$ cat config.mk
export PLATFORM = sky130hd
export DESIGN_NAME = timer_dev
export DESIGN_NICKNAME = d
export VERILOG_FILES = /design/src/rtl/timer_dev.sv
export SDC_FILE = /design/constraint.sdc
export NUM_CORES = 1
export LEC_CHECK = 0
export ABC_AREA = 1
export CORE_MARGIN = 3
export CORE_UTILIZATION = 55
export DETAILED_ROUTE_END_ITERATION = 10
export DONT_BUFFER_PORTS = 1
export PLACE_DENSITY_LB_ADDON = 0.1
export SLEW_MARGIN = 25
export SYNTH_ARGS = -nofsm -noshare
export SYNTH_HDL_FRONTEND = slang
export SYNTH_SLANG_ARGS = --single-unit
$ cat constraint.sdc
create_clock -name clk -period 1.77 [get_ports clk]
set_input_delay 0.177 -clock clk [delete_from_list [all_inputs] [get_ports clk]]
set_output_delay 0.177 -clock clk [all_outputs]
set_load 0.02 [all_outputs]
$ cat src/rtl/timer_dev.sv
// Memory-mapped down-counting timer on the M-stage data bus.
// Word map: 0 CTRL {IM, MODE[1:0], EN}, 1 PRESET, 2 COUNT (read-only), 3 reserved.
// irq is pending gated by the IM bit, driven from flops through a single AND.
module timer_dev #(
  parameter int unsigned CNT_W = 32
) (
  input  logic        clk,
  input  logic        reset,
  input  logic        we,
  input  logic [1:0]  addr,
  input  logic [31:0] wdata,
  output logic [31:0] rdata,
  output logic        irq
);

  typedef enum logic [1:0] {StIdle, StLoad, StCnt, StInt} state_e;

  state_e             state_q;
  logic [3:0]         ctrl_q;
  logic [CNT_W-1:0]   preset_q;
  logic [CNT_W-1:0]   count_q;
  logic               pending_q;

  logic en;
  logic auto_reload;
  logic expire;
  logic ctrl_wr;
  logic preset_wr;

  assign en          = ctrl_q[0];
  // MODE 1x falls back to one-shot, so only 01 reloads.
  assign auto_reload = (ctrl_q[2:1] == 2'b01);
  // True on the edge where the FSM moves CNT -> INT; COUNT of 0 counts as 1.
  assign expire      = (state_q == StCnt) && en && (count_q <= CNT_W'(1));
  assign ctrl_wr     = we && (addr == 2'd0);
  assign preset_wr   = we && (addr == 2'd1);

  // Counter FSM and COUNT register.
  always_ff @(posedge clk) begin
    if (!reset) begin
      state_q <= StIdle;
      count_q <= '0;
    end else begin
      case (state_q)
        StIdle: begin
          if (en) state_q <= StLoad;
        end
        StLoad: begin
          count_q <= preset_q;
          state_q <= StCnt;
        end
        StCnt: begin
          if (!en) begin
            state_q <= StIdle;
          end else if (count_q > CNT_W'(1)) begin
            count_q <= count_q - CNT_W'(1);
          end else begin
            count_q <= '0;
            state_q <= StInt;
          end
        end
        StInt: begin
          state_q <= auto_reload ? StLoad : StIdle;
        end
        default: state_q <= StIdle;
      endcase
    end
  end

  // Software-visible CTRL and PRESET; a CTRL store overrides the one-shot EN clear.
  always_ff @(posedge clk) begin
    if (!reset) begin
      ctrl_q   <= '0;
      preset_q <= '0;
    end else begin
      if (ctrl_wr) begin
        ctrl_q <= wdata[3:0];
      end else if ((state_q == StInt) && !auto_reload) begin
        ctrl_q[0] <= 1'b0;
      end
      if (preset_wr) preset_q <= wdata[CNT_W-1:0];
    end
  end

  // Pending flag: expiry beats a simultaneous CTRL-store clear.
  always_ff @(posedge clk) begin
    if (!reset) begin
      pending_q <= 1'b0;
    end else if (expire) begin
      pending_q <= 1'b1;
    end else if (ctrl_wr) begin
      pending_q <= 1'b0;
    end
  end

  // Zero-latency read mux.
  always_comb begin
    rdata = '0;
    case (addr)
      2'd0:    rdata = {28'b0, ctrl_q};
      2'd1:    rdata = 32'(preset_q);
      2'd2:    rdata = 32'(count_q);
      default: rdata = '0;
    endcase
  end

  assign irq = pending_q & ctrl_q[3];

endmodule

### Word level (Yosys, flattened, before mapping)

Index checks and enable logic that the tools add are counted.

* logic and storage cells: 45
* register bits after elaboration: 71
* input bits: 37

* mux-type cells: 13
* eq/ne operators: 9
* add/sub/neg operators: 1
* order comparisons: 2
* reduce and logical (&&, ||, !) cells: 13
* bitwise gates (word level): 1

Operators with widths (count)
* 32-bit one-hot mux with 3 select lines: 1
* 32-bit two-way mux: 2
* 32-bit one-hot mux with 2 select lines: 1
* 32-bit by 1-bit > comparator with 1-bit output (second input constant): 1
* 32-bit by 1-bit less-or-equal comparator with 1-bit output (second input constant): 1
* 32-bit by 1-bit subtractor with 32-bit output (second input constant): 1
* 2-bit one-hot mux with 4 select lines: 1
* 2-bit by 1-bit == test with 1-bit output (second input constant): 3
* 2-bit == test (second input constant): 3
* 2-bit two-way mux: 3
* 2-bit nonzero test: 3
* 1-bit logical AND: 5
* 1-bit two-way mux: 5
* 2-bit logical NOT: 2
* 2-bit != test (second input constant): 2
* 2-bit AND reduction: 2
* 3-bit != test (second input constant): 1
* 1-bit bitwise AND: 1
* 1-bit logical NOT: 1

### Longest topological paths before layout

* depth after elaboration: 5
* gate-level depth with buffers: 11
* gate-level depth less buffers: 11

### Worst setup path after synthesis

Ideal clock, no wire load.

* path kind: flip-flop to flip-flop
* start point: reg count_q[0]
* end point: reg count_q[26]
* required time: 1.700 ns
* arrival: 1.549 ns
* path buffers: 1
* path slack: 0.151 ns
* stages on the path, launching flop included: 11
* clock period less this slack: 1.619 ns
* cells stage by stage: dfxtp_1 > inv_1 > ha_1 > nand2_4 > nor2_4 > nand2_2 > nand2_2 > a21oi_4 > buf_6 > nand3_1 > a21oi_1

* word-level cells in the longest chain between the ends: 4
* elaborated cells on any way between the ends: 5
* classes of those cells: add/sub: 1; order compare: 1; mux: 3

Ends and longest elaborated chain
* from (decl): RTL line 21 `logic [CNT_W-1:0] count_q;`
* from (signal assigned): RTL line 49 `count_q <= preset_q;`
* from (signal assigned): RTL line 56 `count_q <= count_q - CNT_W'(1);`
* 32-bit by 1-bit subtractor with 32-bit output / 32-bit by 1-bit > comparator with 1-bit output (equally long branches): RTL line 56, 55
* 32-bit two-way mux *: RTL line 55 `end else if (count_q > CNT_W'(1)) begin`
* 32-bit two-way mux *: RTL line 53 `if (!en) begin`
* 32-bit one-hot mux with 2 select lines *: RTL line 44 `case (state_q)`

Mark *: on every way between the ends. The rest lies on a longest branch, timed or not. The select of a mux whose other input is x is not followed.
A chain may end at the register's enable or synchronous reset.

### Worst setup path in the final report

* start point: reg count_q[1]
* end point: reg count_q[9]

The elaborated chain is that of the path after synthesis.

==> run_results.csv <==
group,metric,value,unit
routing,detailroute.via_count,4575,
placed_design,detailed_place.area,4660,um^2
min_path,hold_class,"primary input to register",
sta,timing.final.hold_violations,0,
sta,report.final.setup_viol,0,
floorplanning,floorplan.initialDensity,57.5,%
clock_network,cts_buffers,9,
routing,drc,0,
global_route,antenna_found_initial,0,
placed_design,post-place-cells,773,
sta,final_critical_path_setup_slack,0.138,ns
routing,wire_length_per_cell,15.4,um
setup_path,endpoint_kind,"register",
global_route,first_global_vias,4472,
routing,firstDrtPassIters,5,
setup_path,worst_setup_path_class,"register to register",
layout,post_layout_nonfiller_instances,799,
floorplanning,die_height,91.0,um
clock_network,numClockSinks,71,
setup_path,critPathRequiredTime,2.05,ns
synth,synth_top_area_share,35.8,%
clock_network,clk_latency,0.36,ns
floorplanning,pin_count,70,
power,total_leakage_power,2.16,nW
layout,diodes,0,
placed_design,post-dp-hpwl,8.49,mm
layout,finish.net_count,737,
synth,post_syn_nets,654,
clock_network,cts.root.buffer_cell,"clkbuf_8",
sta,fin_hold_ws,0.0103,ns
status,outcome,"finished, final reports clean",
clock_network,ctsLongestPathBuffers,2,
synth,post_synth_main_area_contributors,"dfxtp_1 (36%), o21ai_0 (14%), nand2_1 (9.0%)",
power,cellPowerDensity,1070,nW/um^2
global_route,overflow,0,
flow_run,max_cap_viol_count,0,
routing,avgViaCountPerCell,5.73,
setup_path,cp-start-kind,"register",
placed_design,place_congestion,0.917,
sta,final.min_clock_period,1.63,ns
placed_design,port-buffer-count,0,
routing,detail-route-antenna-nets,0,
global_route,maximum_number_of_pins_on_one_net_before_global_route_repair,68,
floorplanning,die_width,91.0,um
synth,post_synthesis_instance_area,3970,um^2
routing,total_routed_length,12.3,mm
synth,ys_warn_count,0,
setup_path,timing.critical_path.arrival,1.91,ns
sta,fmax,613,MHz
clock_network,cts-htree-levels,3,
sta,timing.max_slew.rel_slack,76.5,%
floorplanning,core-area,6910,um^2
setup_path,path_max_fanout,3,
synth,share_of_synthesized_area_occupied_by_flip_flops_and_latches,35.8,%
placed_design,pre_cts_ws,-0.350,ns
layout,flow.area_growth_from_synthesis,26.1,%
routing,drt_iter0_drc,262,
floorplanning,placementRows,30,
sta,finClkSkew,0.0167,ns
synth,syn_area_per_cell,6.46,um^2
global_route,grt_util_all_layers,30.2,%
layout,fillCellCount,630,
layout,postLayoutCellArea,5010,um^2
layout,final_layout_size_suffix_gt1_share,20.3,%
synth,synth.ff_latch_count,71,
floorplanning,fp.dieArea,8270,um^2
sta,tightestPinTransition,0.353,ns
synth,synth_cell_type_count,25,
synth,synthesis.instances,615,
sta,final_min_period_over_clock_period,92.2,%
sta,final_count_of_pins_violating_max_slew,0,
global_route,grt_first_pass_wirelength,20.6,mm
sta,grt_setup_unrepaired,"no",
clock_network,cts_tree,"built",
power,peakVddDrop,0.000595,V
clock_network,cts.clk_slew.worst_paths,0.08,ns
synth,yosys.area.top_type,"dfxtp_1",
-- sequential cells by signal, indices dropped and copies added (netlist names) --
name       cells
pending_q      1
state_q        2
ctrl_q         4
preset_q      32
count_q       32
-- kinds of logic (layout without fill, tap and decap cells) --
family | Yosys count | after routing | synth area share, %
AO/OA/AOI/OAI | 217 | 218 | 29.0
AND/OR/NAND/NOR | 213 | 213 | 22.8
buffers and inverters | 107 | 194 | 10.7
flip-flops | 71 | 71 | 35.8
XOR/XNOR | 5 | 5 | 1.10
adder cells (fa/ha/maj) | 2 | 2 | 0.630
-- cell usage in the layout (no fill, tap or decap), types with 7 or more instances in the layout --
| cell | n |
|---|---|
| buf_4 | 95 |
| o21ai_0 | 112 |
| nand2_2 | 7 |
| nand2_1 | 90 |
| nor2_2 | 12 |
| a21oi_1 | 70 |
| o22ai_1 | 28 |
| clkbuf_8 | 9 |
| dfxtp_1 | 70 |
| inv_1 | 75 |
| nand3_1 | 43 |
| nor2_1 | 49 |
-- final timing paths --
check | startpoint | end | slack (ns) | cells past startpoint
setup / recovery | count_q[1]$_SDFFE_PN0P_ | count_q[9]$_SDFFE_PN0P_ | 0.14 | 8
hold / removal | wdata[2] | ctrl_q[2]$_SDFFE_PN0P_ | 0.01 | 2
setup reg to reg | count_q[1]$_SDFFE_PN0P_ | count_q[9]$_SDFFE_PN0P_ | 0.14 | 8
hold reg to reg | preset_q[10]$_SDFFE_PN0P_ | preset_q[10]$_SDFFE_PN0P_ | 0.47 | 2
-- worst max-delay path, stage by stage, from the launching register on --
cell     delay [ns]
dfxtp_1        0.32
buf_4          0.13
nor2_2         0.16
nand2_1        0.14
nor3_2         0.28
buf_4          0.17
xor2_1         0.14
nand2_1        0.08
a21oi_1        0.14
-- layout make-up --
type	count	area (um^2)	area share [%]
Clock buffer	10	128	2.55
Clock inverter	6	45.0	0.900
Multi-Input combinational cell	438	2190	43.8
Timing Repair Buffer	102	813	16.2
Tap cell	96	120	2.40
Sequential cell	71	1420	28.4
Inverter	76	285	5.70
-- routing by layer --
layer	GRT usage, %	up-vias	part of all wire [%]
met2	51.7	168	50
met5	0	-	0
met3	6.55	21	5.4
met4	9.92	0	1.5
met1	37.7	2151	43
li1	-	2235	-
-- cell usage after synthesis, drive strengths merged --
cell type / n
o221ai: 3
dfxtp: 71
inv: 76
o31ai: 1
o22ai: 28
nand3: 44
buf: 3
o21ai: 112
a21oi: 71
or2: 1
nor2: 63
xor2: 5
nor3: 2
nand4: 5
nand2: 98
ha: 2
clkbuf: 28
o211ai: 1
a211oi: 1
-- what timing repair did --
action | CTS | global route
hold buffers | 5 | 0
setup buffers | 4 | 0
pin swaps | 2 | 0
resized for setup | 3 | 17
gates cloned | 1 | 0
endpoints found under the hold margin | 69 | 0
setup endpoints to repair | 32 | 34
-- metrics by stage --
| stage | util [%] | power [mW] | setup TNS [ns] |
|---|---|---|---|
| final | 72.5 | 5.37 | 0 |
| after global routing | 72.5 | 5.73 | 0 |
| after CTS | 71.9 | 5.28 | 0 |
| after detailed placement | 67.5 | 4.02 | -9.26 |
| after global placement | 67.5 | 3.98 | -6.28 |
| after floorplan | - | 3.14 | 0 |
-- where the power goes --
group	switching, mW	total, mW	internal, mW
clock network	0.660	1.17	0.513
registers	0.0902	1.82	1.73
logic	1.47	2.38	0.912
total	2.22	5.37	3.15
Power figures use the tool's default switching activity.
==> patch: new RTL, same settings <==
Reset style: asynchronous (`reset`), changed in 3 clocked blocks.
--- a/src/rtl/timer_dev.sv
+++ b/src/rtl/timer_dev.sv
@@ -38,3 +38,3 @@
   // Counter FSM and COUNT register.
-  always_ff @(posedge clk) begin
+  always_ff @(posedge clk or negedge reset) begin
     if (!reset) begin
@@ -70,3 +70,3 @@
   // Software-visible CTRL and PRESET; a CTRL store overrides the one-shot EN clear.
-  always_ff @(posedge clk) begin
+  always_ff @(posedge clk or negedge reset) begin
     if (!reset) begin
@@ -85,3 +85,3 @@
   // Pending flag: expiry beats a simultaneous CTRL-store clear.
-  always_ff @(posedge clk) begin
+  always_ff @(posedge clk or negedge reset) begin
     if (!reset) begin
Formal check against the unedited RTL: differs if reset is asserted again (counterexample within 4 cycles, from zero or initial values and one cycle with reset low); with reset held inactive, the same outputs for 4 cycles.
==> patch against the original RTL <==
- the flow now finishes with violations (hold timing)
- combinational power rose by 59%
- cell area up 8.4%
- area after synthesis increased by 7.6%
- count of clock-buffer cells in the layout rose by 2
- sequential power increased by 48%
- worst setup slack lost 83 ps
- synthesized cell count down 2.1%
- sequential cell count unchanged
- wire length increased by 5.7%
- fmax fell by 4.8%
- power is 47% higher
- core utilization increased by 0.76 points
- critical path type unchanged
- largest cell class unchanged
==> patch: results (changes against the original RTL) <==
grt_start_max_net_pins: 72  # +5.9%
finalSetupViolCount: 0  # unchanged
synth_adder_area_share_pct: 0.5858  # -0.044 points
fillCellCount: 607  # -3.7%
synth_common_cells: "nand2_1, nor2_1, inv_1"
cp_slowest_cell: "dfrtp_2"
met2WireLength_um: 6006  # -2.3%
detailedRoute.firstIterationViolations: 233  # -11%
postSynthCellCount: 602  # -2.1%
grt_pass1_wl_um: 20890  # +1.3%
crit_start: "count_q[9]"
yosys-top-cells-area: "dfrtp_1, nand2_1, nor2_1, o21ai_0, inv_1"
synthMuxAreaShare_pct: 4.218  # +4.2 points
critical_path_arrival_ps: 1940  # +30 ps
r2r_end: "count_q[15]"
first_global_vias: 4247  # -5.0%
skew_ps: 9.977  # -6.706 ps
slew_headroom_pct: 66.18  # -10 points
drive_gt1_share_pct: 20.58  # +0.23 points
wl_met3_um: 1021  # +53%
pwr-share-seq_pct: 34.1  # +0.2 points
combinationalPower_uw: 3790  # +59%
grt_util_met3_pct: 3.606  # -2.9 points
yosysSeqAreaShare_pct: 41.59  # +5.8 points
vias: 4449  # -2.8%
nets: 729  # -1.1%
synth_xor_area_share_pct: 0.6151  # -0.49 points
critPathMaxStageDelay_ps: 450  # +130 ps
violations: "hold timing"
ys.flop_type: "dfrtp_1"
viasPerCell: 5.603  # -2.1%
synthArstFlopShare_pct: 100.0  # +100 points
place.gp.congestion: 0.9011  # -1.7%
cts_resized: 4  # +1
dp_hpwl_um: 8878  # +4.6%
final_hold_viol_count: 71  # +71
timing.hold.ws_ps: -486.3  # -496.7 ps
wl_per_cell_um: 16.40  # +6.3%
use_met1_pct: 43.38  # +5.7 points
outcome: "complete, but fails checks"
met2_usage_pct: 49.14  # -2.5 points
ir_worst_vdd_mv: 0.7121  # +20%
rr_worst_depth: 9  # +1
leakagePower_uw: 0.002534  # +17%
grt_util_all_layers_pct: 30.68  # +0.46 points
ys_types: 24  # -4.0%
synth_nets: 641  # -2.0%
synth-compound-area-share_pct: 16.70  # -12 points
cp_max_fo: 6  # +3
hold_class: "in2async"
placed_cells: 745  # -3.6%
wl_met1_um: 5748  # +8.1%
## patch: cell count changes in the layout (fill, tap and decap cells not counted), sizes merged, moves of 23 or more
| cell | change |
|---|---|
| buf | -28 |
| dfrtp | +71 |
| dfxtp | -71 |
| dlygate4sd3 | +23 |
| nor2 | +51 |
| o21ai | -50 |
## patch: metrics by stage
step	area [µm²]	setup slack, ps	power [µW]	setup TNS (ps)
finish	5428	55.47	7889	0
global route	5428	-38.84	8425	-194.3
CTS	5309	0.1581	7645	0
detailed placement	4808	-282.5	6156	-5834
global placement	4808	-170.5	6020	-3701
floorplan	4272	182.3	4796	0
## patch: kinds of logic after synthesis
kind of cell / count (synthesis)
adders and majority gates: 2
DFF: 71
xor gates and xnor gates: 3
and+or+nand+nor: 270
muxes: 16
AOI/OAI and AO/OA: 137
buffers and inverters: 103
## patch: area by class of cell
class	instances	share of cell area, %
repair buffers	97	15.12
well taps	99	2.282
inverters	80	5.532
flip-flops and latches	71	32.80
multi-input cells	431	40.48
clock buffers	12	2.490
clock inverters	4	1.291
